`src/rtl/join_64_bit.sv`:
```
// join_64_bit: assembles 64-bit words from pairs of 32-bit beats, zero-padding a short last
// beat, with flush of a held first beat and a running count of emitted words.
module join_64_bit #(
   parameter bit HIGH_FIRST = 1'b0,
   parameter int COUNT_W = 16
) (
   input  logic               clk,
   input  logic               rst_n,
   input  logic               flush,
   input  logic [31:0]        in_data,
   input  logic               in_valid,
   input  logic               in_last,
   output logic               in_ready,
   output logic [63:0]        out_data,
   output logic               out_valid,
   output logic               out_half,
   input  logic               out_ready,
   output logic               pending_low,
   output logic [COUNT_W-1:0] word_count
);
   typedef enum logic {EMPTY, HELD} state_t;
   state_t state, state_nx;
   logic [31:0] held, first, second;
   logic out_free, out_hs, in_hs, hold_beat, load;
   assign out_free = !out_valid | out_ready;
   assign out_hs = out_valid & out_ready;
   assign pending_low = state == HELD;
   always_comb begin
      in_ready = !flush & (pending_low ? out_free : (!in_last | out_free));
      in_hs = in_valid & in_ready;
      hold_beat = in_hs & !pending_low & !in_last;
      load = in_hs & !hold_beat;
      state_nx = flush ? EMPTY : hold_beat ? HELD : load ? EMPTY : state;
      first = pending_low ? held : in_data;
      second = pending_low ? in_data : 32'h0;
   end
   always_ff @(posedge clk or negedge rst_n) begin
      if (!rst_n) begin
         state <= EMPTY;
         held <= '0;
         out_data <= '0;
         out_valid <= 1'b0;
         out_half <= 1'b0;
         word_count <= '0;
      end else begin
         state <= state_nx;
         if (flush) held <= '0;
         else if (hold_beat) held <= in_data;
         if (load) begin
            out_data <= HIGH_FIRST ? {first, second} : {second, first};
            out_half <= !pending_low;
         end
         // a load in the same cycle as an output handshake replaces the word without a bubble
         out_valid <= load | (out_valid & !out_ready);
         word_count <= word_count + COUNT_W'(out_hs);
      end
   end
endmodule
```
`config.mk`:
```
export PLATFORM = sky130hd
export DESIGN_NAME = join_64_bit
export DESIGN_NICKNAME = d
export VERILOG_FILES = /design/src/rtl/join_64_bit.sv
export SDC_FILE = /design/constraint.sdc
export NUM_CORES = 1
export LEC_CHECK = 0
export ABC_AREA = 1
export CORE_UTILIZATION = 45
export CTS_CLUSTER_SIZE = 16
export DETAILED_ROUTE_END_ITERATION = 16
export PLACE_DENSITY = 0.74
export SYNTH_ARGS = -nofsm -noshare
export SYNTH_HDL_FRONTEND = slang
export SYNTH_SLANG_ARGS = --single-unit
```
`constraint.sdc`:
```
create_clock -name clk -period 3.95 [get_ports clk]
set_clock_uncertainty 0.2 [all_clocks]
set_input_delay 0.79 -clock clk [delete_from_list [all_inputs] [get_ports clk]]
set_output_delay 0.79 -clock clk [all_outputs]
set_load 0.01 [all_outputs]
```
# --- Yosys cells after proc, flatten, opt, wreduce, memory -nomap -nowiden ---
# Index checks and enable logic that the tools add are counted.
totals:
  register_bits: 115
  input_bits: 38
  out_inout_bits: 84
  elab_cells: 33
classes:
  n_addsub: 1
  muxes: 8
  n_bitwise: 10
  n_reduce_logical: 8
ops:
  columns: ["cell", "count"]
  rows:
  - ["$mux W32", 4]
  - ["$add A16 B1 Y16", 1]
  - ["$and A1 B1 Y1", 7]
  - ["$logic_not A1 Y1", 6]
  - ["$mux W1", 4]
  - ["$or A1 B1 Y1", 3]
  - ["$reduce_bool A3 Y1", 1]
  - ["$reduce_bool A2 Y1", 1]

# --- Longest topological paths before layout ---
# Gate-level depths: netlist of run 1.
depth:
  ltp_word: 13
  ltp_mapped: 9

# --- Least setup slack after synthesis of run 1 ---
# No wires, ideal clock.
synth_path:
  kind: "in2out"
  start: "input out_ready"
  end: "output in_ready"
  arrival_ns: 1.219
  required_time_ns: 2.960
  path_slack_ns: 1.741
  path_stages: 4
  path_buffers: 0
  cell_sequence: "inv_1 > nand2_1 > inv_1 > a21oi_1"
synth_via:
  elab_chain_cells: 4
synth_rtl:
  columns: ["item", "line", "rtl"]
  rows:
  - ["start, declared", "17", "input logic out_ready,"]
  - ["$or A1 B1 Y1 (*)", "25", "assign out_free = !out_valid | out_ready;"]
  - ["$or A1 B1 Y1", "29", "in_ready = !flush & (pending_low ? out_free : (!in_last | out_free));"]
  - ["$mux W1 (*)", "29", null]
  - ["$and A1 B1 Y1 (*)", "29", null]
  - ["end, declared", "13", "output logic in_ready,"]
# Mark *: on every way between the ends. The rest lies on a longest branch, timed or not.

# --- Worst setup path after layout of run 1 ---
# Ends and elaborated chain as after synthesis.

==> results of run 1 <==
-- cell families (layout without fill, tap and decap cells) --
| kind of cell | Yosys count | in the layout | share of synthesized area |
|---|---|---|---|
| fa+ha+maj | 2 | 2 | 0.00516 |
| compound gates | 103 | 103 | 0.107 |
| flops | 115 | 115 | 0.594 |
| simple gates | 257 | 257 | 0.207 |
| xor+xnor | 7 | 7 | 0.0127 |
| buf+inv | 77 | 208 | 0.0749 |
-- layer usage --
metal,wire length [um],up-vias,GRT usage
li1,-,1988,-
met1,5070,1939,0.278
met2,5530,119,0.351
met3,720,6,0.0686
met4,65,0,0.0794
met5,0,-,0
-- final cells by class --
| cell class | instances | area (um2) | area share |
|---|---|---|---|
| multi-input cells | 369 | 1610 | 0.241 |
| flip-flops and latches | 115 | 2880 | 0.433 |
| clock inverters | 5 | 50.0 | 0.00752 |
| repair buffers | 126 | 1270 | 0.191 |
| clock buffers | 26 | 488 | 0.0733 |
| well taps | 136 | 170 | 0.0256 |
| inverters | 51 | 191 | 0.0288 |
-- Yosys cell counts --
master    instances
nand2_1         231
o21ai_0          89
inv_1            49
nand4_1           6
ha_1              2
clkbuf_1          5
buf_4             4
o211ai_1          1
buf_6             6
nor2_1           16
nand3_1           3
nand4_4           1
xor2_1            3
o21ai_1          11
a21oi_1           2
xnor2_1           4
inv_2             2
buf_2            11
dfrtp_1         115
-- through the flow --
stage / power, mW / instances / hold WS [ns]
after floorplan: 1.68 / 561 / 0.294
after global placement: 2.07 / 797 / 0.262
after global routing: 3.61 / 828 / 0.123
after CTS: 3.48 / 828 / 0.111
final: 3.45 / 828 / 0.103
after detailed placement: 2.09 / 797 / 0.265
-- registers in the layout, summed over array words and instances (netlist names) --
| register | count |
|---|---|
| out_half | 1 |
| held | 32 |
| word_count | 16 |
| pending_low | 1 |
| out_valid | 1 |
| out_data | 64 |
-- worst max-delay path, stage by stage --
cell             delay (ns)
clkdlybuf4s50_1        0.48
inv_1                  0.04
nand2_1                0.21
inv_1                  0.10
a21oi_1                0.13
clkdlybuf4s50_1        0.56
-- path summary, 6_finish.rpt --
kind / startpoint / end / slack [ns] / depth (start not counted)
hold reg to reg: out_data[37] / out_data[37] / 0.28 / 2
setup reg to reg: out_valid / out_data[12] / 1.76 / 4
setup / recovery: out_ready / in_ready / 0.64 / 6
max in group asynchronous: rst_n / held[14] / 2.67 / 2
hold / removal: rst_n / word_count[6] / 0.10 / 1
min in group clk: out_data[37] / out_data[37] / 0.28 / 2
-- report_power, final --
| part | switching [mW] | internal (mW) | total, mW |
|---|---|---|---|
| sequential | 0.0960 | 1.33 | 1.43 |
| combinational | 0.297 | 0.343 | 0.640 |
| clock | 0.485 | 0.892 | 1.38 |
==> impl_metrics.json, run 1 <==
{
  "layout_commonest_cell": "nand2_1",
  "core_area_um2": 10400,
  "peakVddDrop_mv": 0.250,
  "fmax_mhz": 302,
  "layout_min_cycle_time_ns": 3.31,
  "cts_setup_buffers": 0,
  "initial_utilization": 0.467,
  "routed_wl_um": 11400,
  "post-place-ws_ns": 0.652,
  "antennaDiodeCount": 0,
  "path_clk_slew_ns": 0.05,
  "startpoint_type": "primary input",
  "yosys_warnings": 0,
  "status": "finished clean",
  "wl_per_cell_um": 13.7,
  "grt_max_degree": 68,
  "ys_seq_area_frac": 0.594,
  "finalCritPeriodShare": 0.837,
  "clockBufferDepth": 2,
  "synth_area_per_cell_um2": 8.64,
  "stdcell_area_um2": 6660,
  "root_buffer": "clkbuf_8",
  "p_leak_nw": 3.08,
  "synth_area_leaders": "dfrtp_1 (59%), nand2_1 (18%), o21ai_0 (9.2%), inv_1 (3.8%), buf_6 (1.4%)",
  "place.gp.congestion": 0.847,
  "cts_resized": 0,
  "die_width_um": 106,
  "clock_latency_ns": 0.50,
  "crit_arrival_ns": 2.32,
  "first_pass_iters": 4,
  "netlist_instances": 561,
  "antenna_found_initial": 0,
  "grt_pass1_vias": 3958,
  "nets": 720,
  "hold_path.class": "in2async",
  "synth_cell_types": 19,
  "detail-route-antenna-nets": 0,
  "setup_tns_ns": 0,
  "row_count": 37,
  "grt.overflow.total": 0,
  "powerDensity_nw_per_um2": 518,
  "final_cell_mix": "nand2_1 (231), clkdlybuf4s50_1 (120), dfrtp_1 (114)",
  "io_pins": 122,
  "drive_gt1_frac": 0.0520,
  "fin_util": 0.642,
  "route.detailed.drc": 0,
  "dpl_cell_area_um2": 6120,
  "setup_slack_ns": 0.644,
  "viasPerCell": 4.89,
  "netlist_area_um2": 4850,
  "grt_usage": 0.219,
  "cp_max_fo": 4,
  "finalSetupViolCount": 0,
  "rsz0062_at_grt": "false",
  "initialDrtViolationCount": 170,
  "yosysTopAreaCell": "dfrtp_1",
  "worstPathRequired_ns": 2.96,
  "relSlewSlack": 0.533,
  "drv_slew": 0,
  "hold_violations": 0,
  "cts.htree.levels": 4,
  "hpwl_um": 7240,
  "yosysTopAreaCellShare": 0.594,
  "vias": 4052,
  "cts_tree": "yes",
  "die_y_um": 106,
  "io_buffers": 121,
  "path_class": "in2out",
  "synth_seq_cells": 115,
  "cts.sinks": 115,
  "grt_pass1_wl_um": 18900,
  "die-area_um2": 11200,
  "cts_hold_buffers": 0,
  "cap_violations": 0,
  "syn_nets": 601,
  "synthToLayoutAreaGrowth_pct": 37.3,
  "tightest_slew_ns": 0.701,
  "cts_buffers": 17,
  "endpoint_kind": "primary output",
  "nFillCells": 863
}
Power figures use the tool's default switching activity.
==> run 2, diff against run 1 <==
==> constraint.sdc (replaced) <==
create_clock -name clk -period 3.15 [get_ports clk]
set_clock_uncertainty 0.2 [all_clocks]
set_input_delay 0.63 -clock clk [delete_from_list [all_inputs] [get_ports clk]]
set_output_delay 0.63 -clock clk [all_outputs]
set_load 0.01 [all_outputs]
==> impl_metrics.json, run 2 (same netlist as run 1, synthesis figures left out) <==
{
  "die_y_um": 106,
  "layout_commonest_cell": "nand2_1",
  "endpoint_kind": "primary output",
  "nets": 723,
  "routed_wl_um": 11500,
  "peakVddDrop_mv": 0.337,
  "initial_utilization": 0.467,
  "critPathMaxStageDelay_ns": 0.56,
  "layout_min_cycle_time_ns": 2.89,
  "drv_slew": 0,
  "r2r_setup_slack_ns": 1.06,
  "hp-start": "out_data[44]",
  "hpwl_um": 7570,
  "io_buffers": 121,
  "drive_gt1_frac": 0.0577,
  "cts.sinks": 115,
  "cts_setup_buffers": 0,
  "rr_endpoint": "out_data[63]",
  "viasPerCell": 5.00,
  "cap_violations": 0,
  "wl_per_cell_um": 13.9,
  "antennaDiodeCount": 0,
  "crit_arrival_ns": 2.06,
  "largest_reg_flops": 64,
  "crit_family": "buffers and inverters",
  "finalPower_mw": 4.37,
  "grtUsageMet2": 0.362,
  "synthToLayoutAreaGrowth_pct": 38.6,
  "crit_buf_inv": 4,
  "die-area_um2": 11200,
  "cts_buffers": 17,
  "die_width_um": 106,
  "cp_cell_sequence": "clkdlybuf4s50_1 > inv_1 > nand2_1 > inv_1 > a21oi_1 > clkdlybuf4s50_1",
  "hold_path.class": "reg2reg",
  "path_class": "in2out",
  "final_cell_mix": "nand2_1 (231), clkdlybuf4s50_1 (120), dfrtp_1 (114)",
  "top_regs": "out_data (64), held (32), word_count (16)",
  "nFillCells": 863,
  "grt.met1_usage": 0.292,
  "finalSetupViolCount": 0,
  "path_clk_slew_ns": 0.05,
  "p_clk_frac": 0.404,
  "hold_path_end": "out_data[44]",
  "globalRouteMet3Util": 0.0680,
  "clockBufferDepth": 2,
  "finalCritPeriodShare": 0.917,
  "grt_pass1_wl_um": 19800,
  "io_pins": 122,
  "r2r_cells": 5,
  "tightest_slew_ns": 0.639,
  "startpoint_type": "primary input",
  "first_pass_iters": 5,
  "row_count": 37,
  "cts_tree": "yes",
  "route.detailed.drc": 0,
  "cts.htree.levels": 4,
  "setup_tns_ns": 0,
  "antenna_found_initial": 0,
  "grt_pass1_vias": 4181,
  "regMostFlops": "out_data",
  "cts_hold_buffers": 1,
  "combPwrFrac": 0.187,
  "critPathSlowestCell": "clkdlybuf4s50_1",
  "p_switching_mw": 1.11,
  "fmax_mhz": 346,
  "intPower_mw": 3.26,
  "grt_max_degree": 99,
  "grt_usage": 0.228,
  "p_leak_nw": 3.11,
  "relSlewSlack": 0.574,
  "hold_violations": 0,
  "switching_share": 0.254,
  "hold-path-cell-count": 2,
  "cp_max_fo": 2,
  "grt.overflow.total": 0,
  "rr_startpoint": "pending_low",
  "initialDrtViolationCount": 206,
  "powerDensity_nw_per_um2": 651,
  "worstPathRequired_ns": 2.32,
  "vias": 4147,
  "detail-route-antenna-nets": 0,
  "seqPwrFrac": 0.409,
  "core_area_um2": 10400,
  "clock_latency_ns": 0.51,
  "status": "finished clean",
  "root_buffer": "clkbuf_8",
  "rsz0062_at_grt": "false",
  "place.gp.congestion": 0.816,
  "cts_resized": 0,
  "top_usage_layer": "met2"
}
## run 2: how the worst max path moves through the flow
stage                    from        endpoint  slack, ns  depth (start not counted)
floorplan           out_ready  word_count[10]       1.14                          9
global placement    out_ready        in_ready       0.27                          6
detailed placement  out_ready        in_ready       0.27                          6
CTS                 out_ready        in_ready       0.25                          6
global route        out_ready        in_ready       0.15                          6
finish              out_ready        in_ready       0.26                          6
## run 2: worst min-delay path: cells and delay by family (launching register included)
family           cells  cell delay (ns)
flip-flops           1             0.34
AND/OR/NAND/NOR      2             0.10
## run 2: per-layer routing
layer  up-vias  share of wire
met3        17          0.066
met1      1999           0.44
met2       129           0.48
met4         0          0.011
li1       2002              -
met5         -              0
## run 2: power groups by stage
stage | combinational (mW) | clock [mW] | sequential [mW]
global placement | 0.803 | 0 | 1.80
detailed placement | 0.821 | 0 | 1.81
CTS | 0.829 | 1.80 | 1.79
floorplan | 0.231 | 0 | 1.88
finish | 0.818 | 1.77 | 1.79
global route | 0.898 | 1.88 | 1.81
## run 2: per-stage QoR
stage	std cells	utilization	setup slack, ns	instance area [um2]	hold WS (ns)
detailed placement	799	0.594	0.268	6160	0.264
floorplan	561	-	1.14	4850	0.134
global route	829	0.648	0.153	6720	0.294
global placement	799	0.594	0.269	6160	0.261
CTS	829	0.648	0.247	6720	0.279
finish	829	0.648	0.262	6720	0.276
## run 2: final cells by class
class                           instances  area [um2]  area share
Sequential cell                       115        2880       0.429
Multi-Input combinational cell        369        1610       0.239
Timing Repair Buffer                  129        1320       0.197
Clock buffer                           24         500      0.0745
Inverter                               51         191      0.0285
Tap cell                              136         170      0.0253
Clock inverter                          5        50.0     0.00745
